$ cat src/rtl/alu_pkg.sv
// Shared types for the ALU command stage: op encodings, command entry, result flags, slot state.
// Latency: n/a (types only).
// Backpressure: n/a.
package alu_pkg;

  localparam int ALU_W = 4;

  typedef enum logic [2:0] {
    OP_ADD = 3'h0,
    OP_SUB = 3'h1,
    OP_NOT = 3'h2,
    OP_AND = 3'h3,
    OP_OR  = 3'h4,
    OP_XOR = 3'h5,
    OP_SLT = 3'h6,
    OP_NOP = 3'h7
  } op_e;

  typedef struct packed {
    op_e              op;
    logic [ALU_W-1:0] a;
    logic [ALU_W-1:0] b;
    logic             fwd;
  } cmd_t;

  typedef struct packed {
    logic ovf;
    logic carry;
    logic zero;
  } flags_t;

  typedef enum logic {
    SLOT_EMPTY = 1'b0,
    SLOT_FULL  = 1'b1
  } slot_e;

endpackage

$ cat src/rtl/alu_cmd_stage_if.sv
// Bundle of command-in, ALU-side and result-out signals of the ALU command stage.
// Latency: n/a (wiring only).
// Backpressure: io_in_ready toward the producer, io_out_ready from the consumer.
interface alu_cmd_stage_if #(
  parameter int W     = 4,
  parameter int CNT_W = 8
);
  logic             io_in_valid;
  logic             io_in_ready;
  logic [2:0]       io_in_op;
  logic [W-1:0]     io_in_a;
  logic [W-1:0]     io_in_b;
  logic             io_in_fwd;
  logic [W-1:0]     io_alu_A;
  logic [W-1:0]     io_alu_B;
  logic [2:0]       io_alu_op_type;
  logic [W-1:0]     io_alu_out;
  logic             io_alu_zero;
  logic             io_alu_carry;
  logic             io_alu_overflow;
  logic             io_out_valid;
  logic             io_out_ready;
  logic [W-1:0]     io_out_data;
  logic [2:0]       io_out_flags;
  logic             io_sticky_ovf;
  logic             io_clr_sticky;
  logic [CNT_W-1:0] io_issued_cnt;

  // Environment side: producer, consumer and the external ALU.
  modport master (
    output io_in_valid, io_in_op, io_in_a, io_in_b, io_in_fwd,
    output io_alu_out, io_alu_zero, io_alu_carry, io_alu_overflow,
    output io_out_ready, io_clr_sticky,
    input  io_in_ready, io_alu_A, io_alu_B, io_alu_op_type,
    input  io_out_valid, io_out_data, io_out_flags, io_sticky_ovf, io_issued_cnt
  );

  // Stage side.
  modport slave (
    input  io_in_valid, io_in_op, io_in_a, io_in_b, io_in_fwd,
    input  io_alu_out, io_alu_zero, io_alu_carry, io_alu_overflow,
    input  io_out_ready, io_clr_sticky,
    output io_in_ready, io_alu_A, io_alu_B, io_alu_op_type,
    output io_out_valid, io_out_data, io_out_flags, io_sticky_ovf, io_issued_cnt
  );
endinterface

$ cat src/rtl/alu_cmd_fifo.sv
// DEPTH-entry synchronous FIFO of cmd_t; head is visible combinationally while non-empty.
// Latency: a push is visible at the head one edge later.
// Backpressure: push ignored when full (even with a same-cycle pop); pop ignored when empty.
module alu_cmd_fifo
  import alu_pkg::*;
#(
  parameter int DEPTH = 4
) (
  input  logic clock,
  input  logic reset,
  input  logic push,
  input  cmd_t push_dat,
  input  logic pop,
  output cmd_t head_dat,
  output logic full,
  output logic empty
);
  localparam int AW = $clog2(DEPTH);

  cmd_t          mem_q [DEPTH];
  cmd_t          mem_d [DEPTH];
  logic [AW:0]   wr_ptr_q, wr_ptr_d;
  logic [AW:0]   rd_ptr_q, rd_ptr_d;
  logic          do_push;
  logic          do_pop;

  // Extra pointer MSB separates full from empty when the index bits match.
  assign full     = (wr_ptr_q[AW] != rd_ptr_q[AW]) && (wr_ptr_q[AW-1:0] == rd_ptr_q[AW-1:0]);
  assign empty    = (wr_ptr_q == rd_ptr_q);
  assign do_push  = push && !full;
  assign do_pop   = pop && !empty;
  assign head_dat = mem_q[rd_ptr_q[AW-1:0]];

  // Next-state for storage and pointers.
  always_comb begin
    mem_d    = mem_q;
    wr_ptr_d = wr_ptr_q;
    rd_ptr_d = rd_ptr_q;
    if (do_push) begin
      mem_d[wr_ptr_q[AW-1:0]] = push_dat;
      wr_ptr_d = wr_ptr_q + {{AW{1'b0}}, 1'b1};
    end
    if (do_pop) begin
      rd_ptr_d = rd_ptr_q + {{AW{1'b0}}, 1'b1};
    end
  end

  // Storage and pointer registers; reset empties the FIFO.
  always_ff @(posedge clock or posedge reset) begin
    if (reset) begin
      wr_ptr_q <= '0;
      rd_ptr_q <= '0;
      for (int i = 0; i < DEPTH; i++) mem_q[i] <= '0;
    end else begin
      wr_ptr_q <= wr_ptr_d;
      rd_ptr_q <= rd_ptr_d;
      mem_q    <= mem_d;
    end
  end
endmodule

$ cat src/rtl/alu_cmd_stage.sv
// Command FIFO + one-deep registered result slot around an external combinational ALU.
// Latency: push at edge N into an idle stage -> io_out_valid after edge N+1; 1 result/cycle.
// Backpressure: io_in_ready = !full; slot holds its result until io_out_ready. Option: ALU_FWD_EN.
module alu_cmd_stage
  import alu_pkg::*;
#(
  parameter int DEPTH = 4,
  parameter int W     = 4,
  parameter int CNT_W = 8
) (
  input logic             clock,
  input logic             reset,
  alu_cmd_stage_if.slave  io
);
  cmd_t             push_cmd;
  cmd_t             head;
  logic             fifo_full;
  logic             fifo_empty;
  logic             head_is_nop;
  logic             issue;
  logic             res_issue;

  slot_e            slot_q, slot_d;
  logic [W-1:0]     data_q, data_d;
  flags_t           flags_q, flags_d;
  logic [W-1:0]     last_result_q, last_result_d;
  logic             sticky_q, sticky_d;
  logic [CNT_W-1:0] cnt_q, cnt_d;

  // Pack the incoming command; the forward bit is only kept when forwarding is built in.
  always_comb begin
    push_cmd.op = op_e'(io.io_in_op);
    push_cmd.a  = io.io_in_a;
    push_cmd.b  = io.io_in_b;
`ifdef ALU_FWD_EN
    push_cmd.fwd = io.io_in_fwd;
`else
    push_cmd.fwd = 1'b0;
`endif
  end

  alu_cmd_fifo #(.DEPTH(DEPTH)) u_fifo (
    .clock    (clock),
    .reset    (reset),
    .push     (io.io_in_valid),
    .push_dat (push_cmd),
    .pop      (issue),
    .head_dat (head),
    .full     (fifo_full),
    .empty    (fifo_empty)
  );

  assign io.io_in_ready = !fifo_full;

  // NOPs never occupy the slot, so they may always pop; real ops need a free or draining slot.
  assign head_is_nop = (head.op == OP_NOP);
  assign issue       = !fifo_empty && (head_is_nop || (slot_q == SLOT_EMPTY) || io.io_out_ready);
  assign res_issue   = issue && !head_is_nop;

  // Drive the ALU from the FIFO head (zeros when empty); fwd is never set without ALU_FWD_EN.
  always_comb begin
    io.io_alu_A       = '0;
    io.io_alu_B       = '0;
    io.io_alu_op_type = 3'h0;
    if (!fifo_empty) begin
      io.io_alu_A       = head.fwd ? last_result_q : head.a;
      io.io_alu_B       = head.b;
      io.io_alu_op_type = head.op;
    end
  end

  // Result slot, sticky overflow and issue counter next-state.
  always_comb begin
    slot_d        = slot_q;
    data_d        = data_q;
    flags_d       = flags_q;
    last_result_d = last_result_q;
    sticky_d      = io.io_clr_sticky ? 1'b0 : sticky_q;
    cnt_d         = issue ? cnt_q + {{(CNT_W-1){1'b0}}, 1'b1} : cnt_q;
    if (res_issue) begin
      slot_d        = SLOT_FULL;
      data_d        = io.io_alu_out;
      flags_d       = '{ovf: io.io_alu_overflow, carry: io.io_alu_carry, zero: io.io_alu_zero};
      last_result_d = io.io_alu_out;
      if (io.io_alu_overflow) sticky_d = 1'b1;
    end else if ((slot_q == SLOT_FULL) && io.io_out_ready) begin
      slot_d = SLOT_EMPTY;
    end
  end

  // Slot and status registers; reset discards any held result.
  always_ff @(posedge clock or posedge reset) begin
    if (reset) begin
      slot_q        <= SLOT_EMPTY;
      data_q        <= '0;
      flags_q       <= '0;
      last_result_q <= '0;
      sticky_q      <= 1'b0;
      cnt_q         <= '0;
    end else begin
      slot_q        <= slot_d;
      data_q        <= data_d;
      flags_q       <= flags_d;
      last_result_q <= last_result_d;
      sticky_q      <= sticky_d;
      cnt_q         <= cnt_d;
    end
  end

  assign io.io_out_valid  = (slot_q == SLOT_FULL);
  assign io.io_out_data   = data_q;
  assign io.io_out_flags  = flags_q;
  assign io.io_sticky_ovf = sticky_q;
  assign io.io_issued_cnt = cnt_q;
endmodule

$ cat src/flat_wrapper.sv
// flat-port wrapper written by rule: the top's interface ports become plain ports
module alu_cmd_stage_flat import alu_pkg::*;
#(
  parameter int DEPTH = 4,
  parameter int W     = 4,
  parameter int CNT_W = 8
)
  (clock, reset, io_io_in_valid, io_io_in_op, io_io_in_a, io_io_in_b, io_io_in_fwd, io_io_alu_out, io_io_alu_zero, io_io_alu_carry, io_io_alu_overflow, io_io_out_ready, io_io_clr_sticky, io_io_in_ready, io_io_alu_A, io_io_alu_B, io_io_alu_op_type, io_io_out_valid, io_io_out_data, io_io_out_flags, io_io_sticky_ovf, io_io_issued_cnt);
  alu_cmd_stage_if #(.W(W), .CNT_W(CNT_W)) io_i ();
  input logic clock;
  input logic reset;
  input wire logic [$bits(io_i.io_in_valid)-1:0] io_io_in_valid;
  input wire logic [$bits(io_i.io_in_op)-1:0] io_io_in_op;
  input wire logic [$bits(io_i.io_in_a)-1:0] io_io_in_a;
  input wire logic [$bits(io_i.io_in_b)-1:0] io_io_in_b;
  input wire logic [$bits(io_i.io_in_fwd)-1:0] io_io_in_fwd;
  input wire logic [$bits(io_i.io_alu_out)-1:0] io_io_alu_out;
  input wire logic [$bits(io_i.io_alu_zero)-1:0] io_io_alu_zero;
  input wire logic [$bits(io_i.io_alu_carry)-1:0] io_io_alu_carry;
  input wire logic [$bits(io_i.io_alu_overflow)-1:0] io_io_alu_overflow;
  input wire logic [$bits(io_i.io_out_ready)-1:0] io_io_out_ready;
  input wire logic [$bits(io_i.io_clr_sticky)-1:0] io_io_clr_sticky;
  output wire logic [$bits(io_i.io_in_ready)-1:0] io_io_in_ready;
  output wire logic [$bits(io_i.io_alu_A)-1:0] io_io_alu_A;
  output wire logic [$bits(io_i.io_alu_B)-1:0] io_io_alu_B;
  output wire logic [$bits(io_i.io_alu_op_type)-1:0] io_io_alu_op_type;
  output wire logic [$bits(io_i.io_out_valid)-1:0] io_io_out_valid;
  output wire logic [$bits(io_i.io_out_data)-1:0] io_io_out_data;
  output wire logic [$bits(io_i.io_out_flags)-1:0] io_io_out_flags;
  output wire logic [$bits(io_i.io_sticky_ovf)-1:0] io_io_sticky_ovf;
  output wire logic [$bits(io_i.io_issued_cnt)-1:0] io_io_issued_cnt;
  assign io_i.io_in_valid = io_io_in_valid;
  assign io_i.io_in_op = io_io_in_op;
  assign io_i.io_in_a = io_io_in_a;
  assign io_i.io_in_b = io_io_in_b;
  assign io_i.io_in_fwd = io_io_in_fwd;
  assign io_i.io_alu_out = io_io_alu_out;
  assign io_i.io_alu_zero = io_io_alu_zero;
  assign io_i.io_alu_carry = io_io_alu_carry;
  assign io_i.io_alu_overflow = io_io_alu_overflow;
  assign io_i.io_out_ready = io_io_out_ready;
  assign io_i.io_clr_sticky = io_io_clr_sticky;
  assign io_io_in_ready = io_i.io_in_ready;
  assign io_io_alu_A = io_i.io_alu_A;
  assign io_io_alu_B = io_i.io_alu_B;
  assign io_io_alu_op_type = io_i.io_alu_op_type;
  assign io_io_out_valid = io_i.io_out_valid;
  assign io_io_out_data = io_i.io_out_data;
  assign io_io_out_flags = io_i.io_out_flags;
  assign io_io_sticky_ovf = io_i.io_sticky_ovf;
  assign io_io_issued_cnt = io_i.io_issued_cnt;
  alu_cmd_stage #(.DEPTH(DEPTH), .W(W), .CNT_W(CNT_W)) u_core (.clock(clock), .reset(reset), .io(io_i));
endmodule
$ cat config.mk
export PLATFORM = sky130hd
export DESIGN_NAME = alu_cmd_stage_flat
export DESIGN_NICKNAME = d
export VERILOG_FILES = /design/src/rtl/alu_pkg.sv /design/src/rtl/alu_cmd_stage_if.sv /design/src/rtl/alu_cmd_fifo.sv /design/src/rtl/alu_cmd_stage.sv /design/src/flat_wrapper.sv
export SDC_FILE = /design/constraint.sdc
export NUM_CORES = 1
export LEC_CHECK = 0
export ABC_AREA = 1
export CORE_UTILIZATION = 50
export CTS_BUF_LIST = sky130_fd_sc_hd__clkbuf_16
export DETAILED_ROUTE_END_ITERATION = 7
export GPL_TIMING_DRIVEN = 0
export MAX_ROUTING_LAYER = met4
export PLACE_DENSITY = 0.77
export SETUP_SLACK_MARGIN = 0.4
export SYNTH_ARGS = -nofsm -noshare
export SYNTH_HDL_FRONTEND = slang
export SYNTH_HIERARCHICAL = 1
export SYNTH_SLANG_ARGS = --single-unit
$ cat constraint.sdc
create_clock -name clock -period 1.9 [get_ports clock]
set_input_delay 0.285 -clock clock [delete_from_list [all_inputs] [get_ports clock]]
set_output_delay 0.285 -clock clock [all_outputs]
set_load 0.05 [all_outputs]
[Yosys cells after proc, flatten, opt, wreduce, memory -nomap -nowiden]
Cells that the tools add are included.
Word-level totals
  bits in registers: 71
  output and inout bits: 29
  input bits: 24
Operators by class
  muxes and demuxes: 15
  order comparisons: 3
  reduce and logical (&&, ||, !) cells: 13
  equality and inequality tests: 4
  bitwise logic cells: 3
  $add $sub $neg: 3
Operators with widths (number)
  bitwise mux 48 bit: 1
  two-way mux 12 bit: 3
  binary-select mux 12 bit (select 2 bit): 1
  demux 12 bit (select 2 bit): 1
  two-way mux 4 bit: 3
  adder 8 x 1 -> 8 bit (second input constant): 1
  logical AND 1 bit: 7
  adder 3 x 1 -> 3 bit (second input constant): 2
  greater-or-equal comparator 3 bit (second input constant): 2
  inverter 2 -> 3 bit: 2
  two-way mux 1 bit: 5
  equality test 3 bit: 1
  equality test 3 bit (second input constant): 1
  logical NOT 1 bit: 3
  < comparator 3 x 1 -> 1 bit (second input constant): 1
  two-way mux 3 bit: 1
  equality test 2 bit: 1
  logical OR 1 bit: 2
  nonzero test 2 bit: 1
  != test 1 bit: 1
  inverter 1 bit: 1

[Longest topological paths before layout]
  depth in word-level cells: 10
  depth in mapped cells: 12
  mapped depth without buffers: 11

[Hierarchy]
Netlist, hierarchy kept.
Modules (own cells, without submodules)
  alu_cmd_fifo: cells each 333, area each 2867.8 um^2, seq. area each 1351.3 um^2, instances 1
  alu_cmd_stage: cells each 132, area each 930.9 um^2, seq. area each 425.4 um^2, instances 1

[Worst setup path before layout]
Ideal clock, no wire load.
  kind: register -> output
  start: reg u_core.u_fifo.rd_ptr_q[0]
  end: out io_io_alu_A[0]
  cell stages (with the launch flop): 8
  arrival time: 1.946 ns
  path slack: -0.331 ns
  path buffers: 2
  cells stage by stage: dfrtp_1 buf_6 inv_1 clkbuf_1 nor2_1 o22ai_1 o21ai_0 nor2_1
RTL lines
  from (decl): RTL line alu_cmd_fifo.sv:23  | logic [AW:0] rd_ptr_q, rd_ptr_d;
  from (signal assigned): RTL line alu_cmd_fifo.sv:56  | rd_ptr_q <= rd_ptr_d;
  to (decl): RTL line flat_wrapper.sv:24  | output wire logic [$bits(io_i.io_alu_A)-1:0] io_io_alu_A;

==> results by group <==
Run
  • Max-cap violations: 0

Cells and area
  • Finished Cell Area: 6050 um^2
  • Fill count: 379
  • Syn-to-layout area delta: 59.3%
  • Reg area: 1780 um^2
  • ANT cells: 0
  • # nets final: 612
  • Layout Utilization: 83.0%
  • Multi-input logic area: 2130 um^2
  • Share of cells above drive strength 1: 38.5%

STA
  • Post-layout minimum cycle time: 2.19 ns
  • Setup ws final: -0.285 ns
  • RSZ-0062 raised after global routing: yes
  • Worst-margin pin slew: 1.25 ns
  • Final max-slew violation count: 0
  • Setup TNS: -8.61 ns
  • Final Hold Violating Endpoints: 0
  • Fmax: 458 MHz
  • Final setup viols: 62
  • Max-slew headroom: 16.4%
  • Period utilization: 115%
  • Clock Skews: 0.00597 ns

Clock tree
  • Clock Sinks: 71
  • Htree depth: 3
  • Root buf cell: clkbuf_16
  • Num CTS Buffers: 9
  • CTS tree: yes
  • Worst skew pair latency: 0.34 ns
  • CTS Buffer Depth: 2
  • CTS clk-pin slew, worst paths: 0.05 ns
  • # hold bufs at CTS: 0

Placed design
  • Port Buf Inserts: 51
  • DP Wirelength: 7020 um
  • Placed cell areas: 4600 um^2
  • GP Congestion: 0.931

Detailed routing
  • Via count: 4275
  • Met3 WL: 1570 um
  • Metal2 WL: 7270 um
  • Detailed-route wire length: 15000 um
  • DRT iter0 DRCs: 621
  • Vias/cell: 6.23
  • Post-DRT Antenna Nets: 0
  • M1 WL: 5310 um
  • DR WL/cell: 21.9 um
  • Top Metal Used: met4
  • # DRC: 0
  • Initial DRT Pass Iterations: 5

GRT
  • GRT Total Usage: 38.0%
  • Total grt overflow: 0
  • First-pass GRT wire length: 21100 um
  • Largest net degree at the start of global routing: 55
  • Initial antenna violation count: 0
  • Vias in the first global route: 4132

Floorplan
  • Die width: 89.2 um
  • Top Ports: 53
  • Die Ht: 89.2 um
  • Initial Util: 52.1%
  • Core Rows: 31
  • Core Area: 7290 um^2
  • Die area: 7950 um^2

Worst setup path
  • Crit. End Element: output port
  • CP startpoint kind: flip-flop
  • Required time worst endpoint: 1.62 ns
  • Critical path type: flip-flop to output port
  • R2R Path End: u_core/u_fifo/mem_q[31]
  • R2R depth: 13
  • Reg2reg setup slack: -0.22 ns
  • CP arrival: 1.90 ns
  • CP max FO: 7
  • Worst r2r src: u_core/u_fifo/rd_ptr_q[0]

Hold path
  • Worst hold start: u_core/u_fifo/mem_q[3]
  • Worst hold path class: flip-flop to flip-flop
  • Hold Path Depth: 2
  • Hold path endpoint: u_core/u_fifo/mem_q[3]

Synthesis
  • Sequential area share after synthesis: 46.8%
  • Synth Instances: 465
  • Post-synth cell types: 27
  • Synthesized cell area: 3800 um^2
  • Avg Inst Size Synth: 8.17 um^2
  • Ys Warns: 6
  • Flops & latches, synth: 71

Status
  • Status: finished, violations left
  • Failing checks: setup timing
## how the worst max path moves through the flow
stage / startpoint / endpoint / slack [ns]
2_1_floorplan: u_core/u_fifo/rd_ptr_q[0] / io_io_alu_A[0] / 0.18
3_3_place_gp: u_core/u_fifo/rd_ptr_q[1] / io_io_alu_A[3] / -0.77
3_5_place_dp: u_core/u_fifo/rd_ptr_q[1] / io_io_alu_A[3] / -0.82
4_1_cts: u_core/u_fifo/rd_ptr_q[0] / io_io_alu_A[2] / -0.25
5_1_grt: u_core/u_fifo/wr_ptr_q[1] / io_io_alu_A[1] / -0.35
6_report: u_core/u_fifo/rd_ptr_q[0] / io_io_alu_A[1] / -0.29
## metal layers
layer	vias up	GRT usage (%)
li1	1767	-
met1	2044	42.3
met2	365	61.7
met3	99	10.1
met4	0	21.9
met5	-	-
## worst max-delay path, cell delays in order (launching register included)
cell and delay (ns):
dfrtp_1 0.38, buf_8 0.18, clkinv_8 0.09, clkbuf_16 0.16, buf_6 0.13, o21ai_2 0.13
o22ai_2 0.11, o21ai_4 0.17, nor2_4 0.06, buf_8 0.14
## metrics by stage
stage / hold WS, ns / instances / setup WS, ns
6_report: 0.486 / 686 / -0.285
5_1_grt: 0.511 / 686 / -0.355
4_1_cts: 0.444 / 674 / -0.246
3_5_place_dp: 0.459 / 618 / -0.816
3_3_place_gp: 0.455 / 618 / -0.768
2_1_floorplan: 0.211 / 468 / 0.180
## kinds of logic (layout without fill, tap and decap cells)
| kind of cell | Yosys count | after routing | share of synthesized area [%] |
|---|---|---|---|
| xor+xnor | 5 | 5 | 1.35 |
| fa+ha+maj | 6 | 6 | 1.98 |
| other cells | 1 | 4 | 0.0987 |
| flops | 71 | 71 | 46.8 |
| buf+inv | 61 | 180 | 8.66 |
| simple gates | 275 | 275 | 34.7 |
| compound gates | 46 | 46 | 6.49 |
## cell type report
type	instances	share of cell area (%)
inverter	31	2.63
sequential	71	29.4
buffer	30	5.50
clock buffer	9	3.72
tap	99	2.05
timing repair inverter	1	0.0827
multi-input combinational	336	35.3
timing repair buffer	102	19.6
clock inverter	7	1.74
## repair_timing
item                       in CTS  in global routing
gates cloned                   10                  2
setup endpoints to repair      88                 92
resized for setup             217                 72
setup buffers                  30                 10
pin swaps                      29                 32
## cell usage in the layout, fill, tap and decap left out, types with 5 or more instances in the layout
cell type	count
nand3_1	8
clkdlybuf4s15_2	9
nand2_1	108
inv_2	5
buf_4	19
nand3_4	6
o22ai_1	6
buf_16	5
clkdlybuf4s50_1	22
ha_1	6
nand2_4	20
buf_8	16
clkbuf_2	6
nand4_1	49
buf_2	6
inv_1	22
o21ai_1	7
buf_12	9
clkbuf_16	11
nand2_2	36
dfrtp_1	69
nor2_1	28
o22ai_2	6
buf_6	27
nor2_4	17
o21ai_0	18
## cell usage after synthesis
| library cell | instances | area (um^2) |
|---|---|---|
| buf_1 | 5 | 18.8 |
| buf_12 | 2 | 40.0 |
| buf_2 | 4 | 20.0 |
| buf_4 | 6 | 45.0 |
| buf_6 | 5 | 56.3 |
| clkbuf_1 | 8 | 30.0 |
| conb_1 | 1 | 3.75 |
| dfrtp_1 | 71 | 1780 |
| ha_1 | 6 | 75.1 |
| inv_1 | 29 | 109 |
| inv_2 | 1 | 3.75 |
| inv_4 | 1 | 6.26 |
| nand2_1 | 122 | 458 |
| nand2_2 | 42 | 263 |
| nand3_1 | 11 | 55.1 |
| nand3_2 | 1 | 10.0 |
| nand3_4 | 2 | 35.0 |
| nand3b_1 | 1 | 7.51 |
| nand4_1 | 49 | 307 |
| nor2_1 | 45 | 169 |
| nor2_2 | 2 | 12.5 |
| o21ai_0 | 29 | 145 |
| o21ai_1 | 4 | 20.0 |
| o22ai_1 | 13 | 81.3 |
| xnor2_1 | 1 | 8.76 |
| xnor2_2 | 1 | 16.3 |
| xor2_1 | 3 | 26.3 |
## flip-flops by register name, summed over array words and instances (netlist names)
signal / flops
u_core/io.io_sticky_ovf: 1
u_core/u_fifo/rd_ptr_q: 3
u_core/io.io_out_valid: 1
u_core/u_fifo/wr_ptr_q: 3
u_core/last_result_q: 4
u_core/u_fifo/mem_q: 48
u_core/io.io_issued_cnt: 8
u_core/io.io_out_flags: 3
Power is left out: the tool's default activity adds up to more than one toggle a clock period on the data nets, which glitch-free logic cannot reach.
